$ cat src/rtl/pwm_capture.sv
// PWM receive-side capture: measures high time, period and 8-bit duty code of PWMIN.
// Optional glitch filter on the synchronized level: define PWM_CAPTURE_GLITCH_FILTER_EN.
module pwm_capture #(
    parameter int CNT_W    = 12,
    parameter int DSHIFT   = 3,
    parameter int FILT_LEN = 4
) (
    input  logic             CLK,
    input  logic             RSTN,
    input  logic             PWMIN,
    output logic [CNT_W-1:0] HIGH,
    output logic [CNT_W-1:0] PERIOD,
    output logic [7:0]       D,
    output logic             VALID,
    output logic             STUCK,
    output logic             ZERO
);

    localparam logic [CNT_W-1:0] CMAX = '1;

    typedef enum logic [1:0] {IDLE, ARMED, HI, LO} state_t;

    state_t           state, state_n;
    logic             s1, s2, lv, lvd;
    logic             rise, fall, settled;
    logic [CNT_W-1:0] pcnt, pcnt_n, hcnt, hcnt_n;
    logic             commit, tmo;

    always_ff @(posedge CLK) begin
        if (!RSTN) begin
            s1 <= 1'b0;
            s2 <= 1'b0;
        end else begin
            s1 <= PWMIN;
            s2 <= s1;
        end
    end

`ifdef PWM_CAPTURE_GLITCH_FILTER_EN
    localparam int FILL_MAX = 2 + FILT_LEN;
    localparam int FW       = $clog2(FILT_LEN + 1);

    logic [FW-1:0] fcnt;

    always_ff @(posedge CLK) begin
        if (!RSTN) begin
            lv   <= 1'b0;
            fcnt <= '0;
        end else if (s2 != lv) begin
            if (fcnt == FW'(FILT_LEN - 1)) begin
                lv   <= s2;
                fcnt <= '0;
            end else begin
                fcnt <= fcnt + 1'b1;
            end
        end else begin
            fcnt <= '0;
        end
    end
`else
    localparam int FILL_MAX = 2;

    assign lv = s2;
`endif

    // The level is only trusted once reset-cleared pipeline flops hold real samples,
    // otherwise a line that is high at release looks like a fresh low-to-high edge.
    localparam int FLW = $clog2(FILL_MAX + 1);

    logic [FLW-1:0] fill;

    always_ff @(posedge CLK) begin
        if (!RSTN) begin
            fill <= '0;
            lvd  <= 1'b0;
        end else begin
            lvd <= lv;
            if (fill != FLW'(FILL_MAX))
                fill <= fill + 1'b1;
        end
    end

    assign settled = (fill == FLW'(FILL_MAX));
    assign rise    = lv & ~lvd;
    assign fall    = ~lv & lvd;

    always_ff @(posedge CLK) begin
        if (!RSTN) begin
            state <= IDLE;
            pcnt  <= '0;
            hcnt  <= '0;
        end else begin
            state <= state_n;
            pcnt  <= pcnt_n;
            hcnt  <= hcnt_n;
        end
    end

    always_comb begin
        state_n = state;
        pcnt_n  = pcnt;
        hcnt_n  = hcnt;
        commit  = 1'b0;
        tmo     = 1'b0;
        case (state)
            IDLE: begin
                pcnt_n = '0;
                hcnt_n = '0;
                if (settled && !lv)
                    state_n = ARMED;
            end
            ARMED: begin
                if (rise) begin
                    state_n = HI;
                    pcnt_n  = CNT_W'(1);
                    hcnt_n  = CNT_W'(1);
                end
            end
            HI: begin
                if (pcnt == CMAX) begin
                    tmo     = 1'b1;
                    state_n = IDLE;
                end else begin
                    pcnt_n = pcnt + 1'b1;
                    if (fall)
                        state_n = LO;
                    else
                        hcnt_n = hcnt + 1'b1;
                end
            end
            LO: begin
                // A rise arriving together with the timeout still commits.
                if (rise) begin
                    commit  = 1'b1;
                    state_n = HI;
                    pcnt_n  = CNT_W'(1);
                    hcnt_n  = CNT_W'(1);
                end else if (pcnt == CMAX) begin
                    tmo     = 1'b1;
                    state_n = IDLE;
                end else begin
                    pcnt_n = pcnt + 1'b1;
                end
            end
            default: state_n = IDLE;
        endcase
    end

    function automatic logic [7:0] sat8(input logic [CNT_W-1:0] v);
        logic [CNT_W-1:0] sh;
        sh = v >> DSHIFT;
        return ((sh >> 8) != '0) ? 8'hFF : sh[7:0];
    endfunction

    always_ff @(posedge CLK) begin
        if (!RSTN) begin
            HIGH   <= '0;
            PERIOD <= '0;
            D      <= 8'h00;
            VALID  <= 1'b0;
            STUCK  <= 1'b0;
        end else begin
            VALID <= commit | tmo;
            if (commit) begin
                HIGH   <= hcnt;
                PERIOD <= pcnt;
                D      <= sat8(hcnt);
                STUCK  <= 1'b0;
            end else if (tmo) begin
                HIGH   <= lv ? CMAX : '0;
                PERIOD <= '0;
                D      <= lv ? 8'hFF : 8'h00;
                STUCK  <= 1'b1;
            end
        end
    end

    assign ZERO = (D == 8'h00);

endmodule

$ cat config.mk
export PLATFORM = sky130hd
export DESIGN_NAME = pwm_capture
export DESIGN_NICKNAME = d
export VERILOG_FILES = /design/src/rtl/pwm_capture.sv
export SDC_FILE = /design/constraint.sdc
export NUM_CORES = 1
export LEC_CHECK = 0
export BUFFER_PORTS_ARGS = -buffer_cell sky130_fd_sc_hd__buf_2
export CAP_MARGIN = 20
export CORE_MARGIN = 2
export CORE_UTILIZATION = 52
export DETAILED_ROUTE_END_ITERATION = 10
export PLACE_DENSITY = 0.83
export SLEW_MARGIN = 25
export SYNTH_ARGS = -nofsm -noshare
export SYNTH_HDL_FRONTEND = slang
export SYNTH_SLANG_ARGS = --single-unit
$ cat constraint.sdc
create_clock -name CLK -period 3.8 [get_ports CLK]
set_input_delay 0.76 -clock CLK [delete_from_list [all_inputs] [get_ports CLK]]
set_output_delay 0.76 -clock CLK [all_outputs]
set_load 0.01 [all_outputs]
==> out/results.tsv <==
stage	metric	value	unit
clocking	postCtsSetupRepairBufs	0	
cells_and_area	layout.nets	387	
floorplan	initial_utilization	54.6	%
cells_and_area	drive_gt1_share	17.1	%
placed_design	post-place-cells	442	
sta	worstMarginPinSlew	970	ps
sta	slew_violations	0	
cells_and_area	postLayoutCoreUtil	60.9	%
clocking	cts_made_buffers	9	
cells_and_area	stdcell_count	458	
critical_path	crit_path_max_fanout	53	
drt	drt_iter0_drc	229	
critical_path	worstPathRequired	4030	ps
power_and_ir_drop	power.combinational.fraction	8.6	%
logic_synthesis	synth.area.mux_share	1.31	%
critical_path	r2r_cells	5	
status	status	complete, no violations	
placed_design	place_area	3220	um^2
logic_synthesis	syn-cell-area	3060	um^2
logic_synthesis	synthCells	358	
critical_path	startpoint_type	register	
logic_synthesis	ys_ff_latch	65	
power_and_ir_drop	sw_frac_of_total	25.7	%
global_routing	grt_max_degree	54	
placed_design	port_buffers	37	
critical_path	worstPathArrival	2580	ps
floorplan	dieHeight	80.8	um
clocking	cts_tree	done	
logic_synthesis	synth_warnings	0	
logic_synthesis	synth_xor_area_share	0.572	%
logic_synthesis	seq_area_frac_synth	42.5	%
drt	dr.pass1.iters	5	
critical_path	worstPathCellList	nand4b_1 > o41ai_4 > buf_4 > nor2_1 > a311oi_1	
logic_synthesis	synth_ff_type	dfxtp_1	
global_routing	grt_usage	23.3	%
power_and_ir_drop	clock_power_share	41.0	%
power_and_ir_drop	internal_power	0.00106	W
sta	finalHoldViolCount	0	
sta	finalSetupViolCount	0	
critical_path	critical_path_class	reg2reg	
power_and_ir_drop	power	0.00142	W
clocking	ctsHtreeMaxLevel	3	
sta	finalCritPeriodShare	61.7	%
floorplan	fp.dieW	80.8	um
clocking	cts_buffer_depth	2	
logic_synthesis	syn_nets	364	
drt	vias	2834	
critical_path	cp_top_family	simple AND/OR/NAND/NOR gates	
clocking	ctsHoldBuffers	0	
global_routing	grt_pass1_wl	11.7	mm
power_and_ir_drop	p_leak	1.22	nW
clocking	post_cts_resized	0	
logic_synthesis	synthArstFlopShare	0	%
min_path	hold_depth	1	
sta	finClkSkew	8.68	ps
power_and_ir_drop	p_seq_share	50.4	%
cells_and_area	diodes	0	
floorplan	num_rows	27	
placed_design	gp_congestion	0.930	
placed_design	hpwl	4.82	mm
drt	antenna_left	0	
critical_path	path_buf_inv	1	
logic_synthesis	synth.avg_cell_area	8.56	um^2
sta	max_freq	427	MHz
floorplan	fp.coreArea	5610	um^2
logic_synthesis	synth_top_family_by_area	simple AND/OR/NAND/NOR gates	
cells_and_area	final_common_cell	dfxtp_1	
min_path	hp-class	reg2reg	
drt	drc	0	
clocking	root_buffer	clkbuf_8	
cells_and_area	syn_to_final_growth	11.6	%
cells_and_area	final_area	3420	um^2
clocking	cts.sinks	65	
power_and_ir_drop	ir_drop	0.000201	V
sta	slew-limit-headroom	35.1	%
clocking	clk_pin_slew	70	ps
floorplan	dieArea	6520	um^2
power_and_ir_drop	p_sw	0.000366	W
cells_and_area	fillers	489	
critical_path	max_stage_delay	630	ps
logic_synthesis	synth_edf_count	0	
sta	period_minus_slack	2340	ps
cells_and_area	final_cell_mix	65 x dfxtp_1, 44 x nand2_1, 37 x buf_2	
drt	drt-wirelength-per-cell	15.7	um
global_routing	grt_pass1_vias	2487	
sta	fin_setup_tns	0	ps
global_routing	overflow	0	
drt	drt_wl_total	7.20	mm
clocking	clkLatencyLatePin	340	ps
logic_synthesis	synth_compound_area_share	23.5	%
flow_run	cap_viol_max_count	0	
sta	rsz0062_at_grt	no	
critical_path	worstSetupEndpointType	register	
drt	via_per_inst	6.19	
power_and_ir_drop	p_per_area	417	nW/um^2
logic_synthesis	synth-simple-area-share	25.5	%
critical_path	path_depth	5	
floorplan	io_pins	38	
critical_path	cpMaxStageDelayCell	dfxtp_1	
global_routing	antenna_found_initial	0	
logic_synthesis	yosysUniqueCellTypes	48	
logic_synthesis	synth-adder-area-share	1.23	%
-- layout make-up --
type | count | area, um^2 | share of cell area (%)
clock inverters | 5 | 55.1 | 1.61
flip-flops and latches | 65 | 1300 | 38.1
clock buffers | 11 | 141 | 4.14
well taps | 72 | 90.1 | 2.64
repair buffers | 39 | 200 | 5.86
multi-input cells | 257 | 1600 | 46.7
inverters | 9 | 33.8 | 0.989
-- per-layer routing --
| metal | up-vias | GRT usage (%) | share of wire (%) |
|---|---|---|---|
| met5 | - | 0 | 0 |
| met3 | 10 | 4.44 | 5.9 |
| met1 | 1343 | 30.5 | 47 |
| li1 | 1381 | - | - |
| met2 | 100 | 36.9 | 46 |
| met4 | 0 | 11.2 | 1.5 |
-- flip-flops by register name, indices dropped and copies added (netlist names) --
name and count:
fill 2, lvd 1, hcnt 12, s1 1, VALID 1, STUCK 1, lv 1, HIGH 12
pcnt 12, state 2, PERIOD 12, D 8
-- cells in the mapped netlist, types with 2 or more instances --
library cell	n	share of area (%)
dfxtp_1	65	42
nand2_1	44	5.4
nor2_1	24	2.9
o21ai_0	23	3.8
a21oi_1	22	3.6
nand3_1	17	2.8
clkbuf_1	14	1.7
nand4_1	12	2.5
or4_1	12	2.9
buf_2	10	1.6
inv_1	9	1.1
nor3_1	9	1.5
a311oi_2	8	3.9
or3_1	7	1.4
a211oi_1	6	1.5
a311oi_1	6	1.7
o22ai_1	6	1.2
o31ai_1	6	1.5
a21boi_0	5	1.2
and4_1	5	1.4
and3_1	4	0.82
mux2i_1	4	1.3
o211ai_1	4	0.98
a41oi_1	3	0.86
and2_1	3	0.61
ha_1	3	1.2
nor2b_1	3	0.61
a31oi_1	2	0.41
buf_6	2	0.74
nand4_2	2	0.82
-- metrics by stage --
stage / hold WS (ps) / setup slack (ps)
after floorplan: 412 / 1950
after global placement: 421 / 1680
after detailed placement: 421 / 1570
after CTS: 438 / 1460
after global routing: 476 / 1240
final: 436 / 1460
-- logic make-up (layout without fill, tap and decap cells) --
kind of cell,after synthesis,in the layout
adder cells (fa/ha/maj),3,3
multiplexers,4,4
XOR/XNOR,2,2
flip-flops,65,65
AO/OA/AOI/OAI,99,99
buffers and inverters,36,64
AND/OR/NAND/NOR,149,149
-- worst paths after layout --
path / from / slack (ps) / to
hold reg to reg: s1$_SDFF_PN0_ / 440 / lv$_SDFF_PN0_
setup reg to reg: lv$_SDFF_PN0_ / 1460 / HIGH[0]$_SDFFE_PN0P_
hold / removal: s1$_SDFF_PN0_ / 440 / lv$_SDFF_PN0_
setup / recovery: lv$_SDFF_PN0_ / 1460 / HIGH[0]$_SDFFE_PN0P_
-- power by group through the flow --
stage | Sequential [W] | Combinational, W | Clock, W
6_report | 0.000718 | 0.000122 | 0.000584
5_1_grt | 0.000721 | 0.000136 | 0.000625
4_1_cts | 0.000717 | 0.000121 | 0.000590
3_5_place_dp | 0.000733 | 0.000120 | 0
3_3_place_gp | 0.000731 | 0.000116 | 0
2_1_floorplan | 0.000722 | 0.000107 | 0
Note: power is estimated with default switching activity, not from simulation.
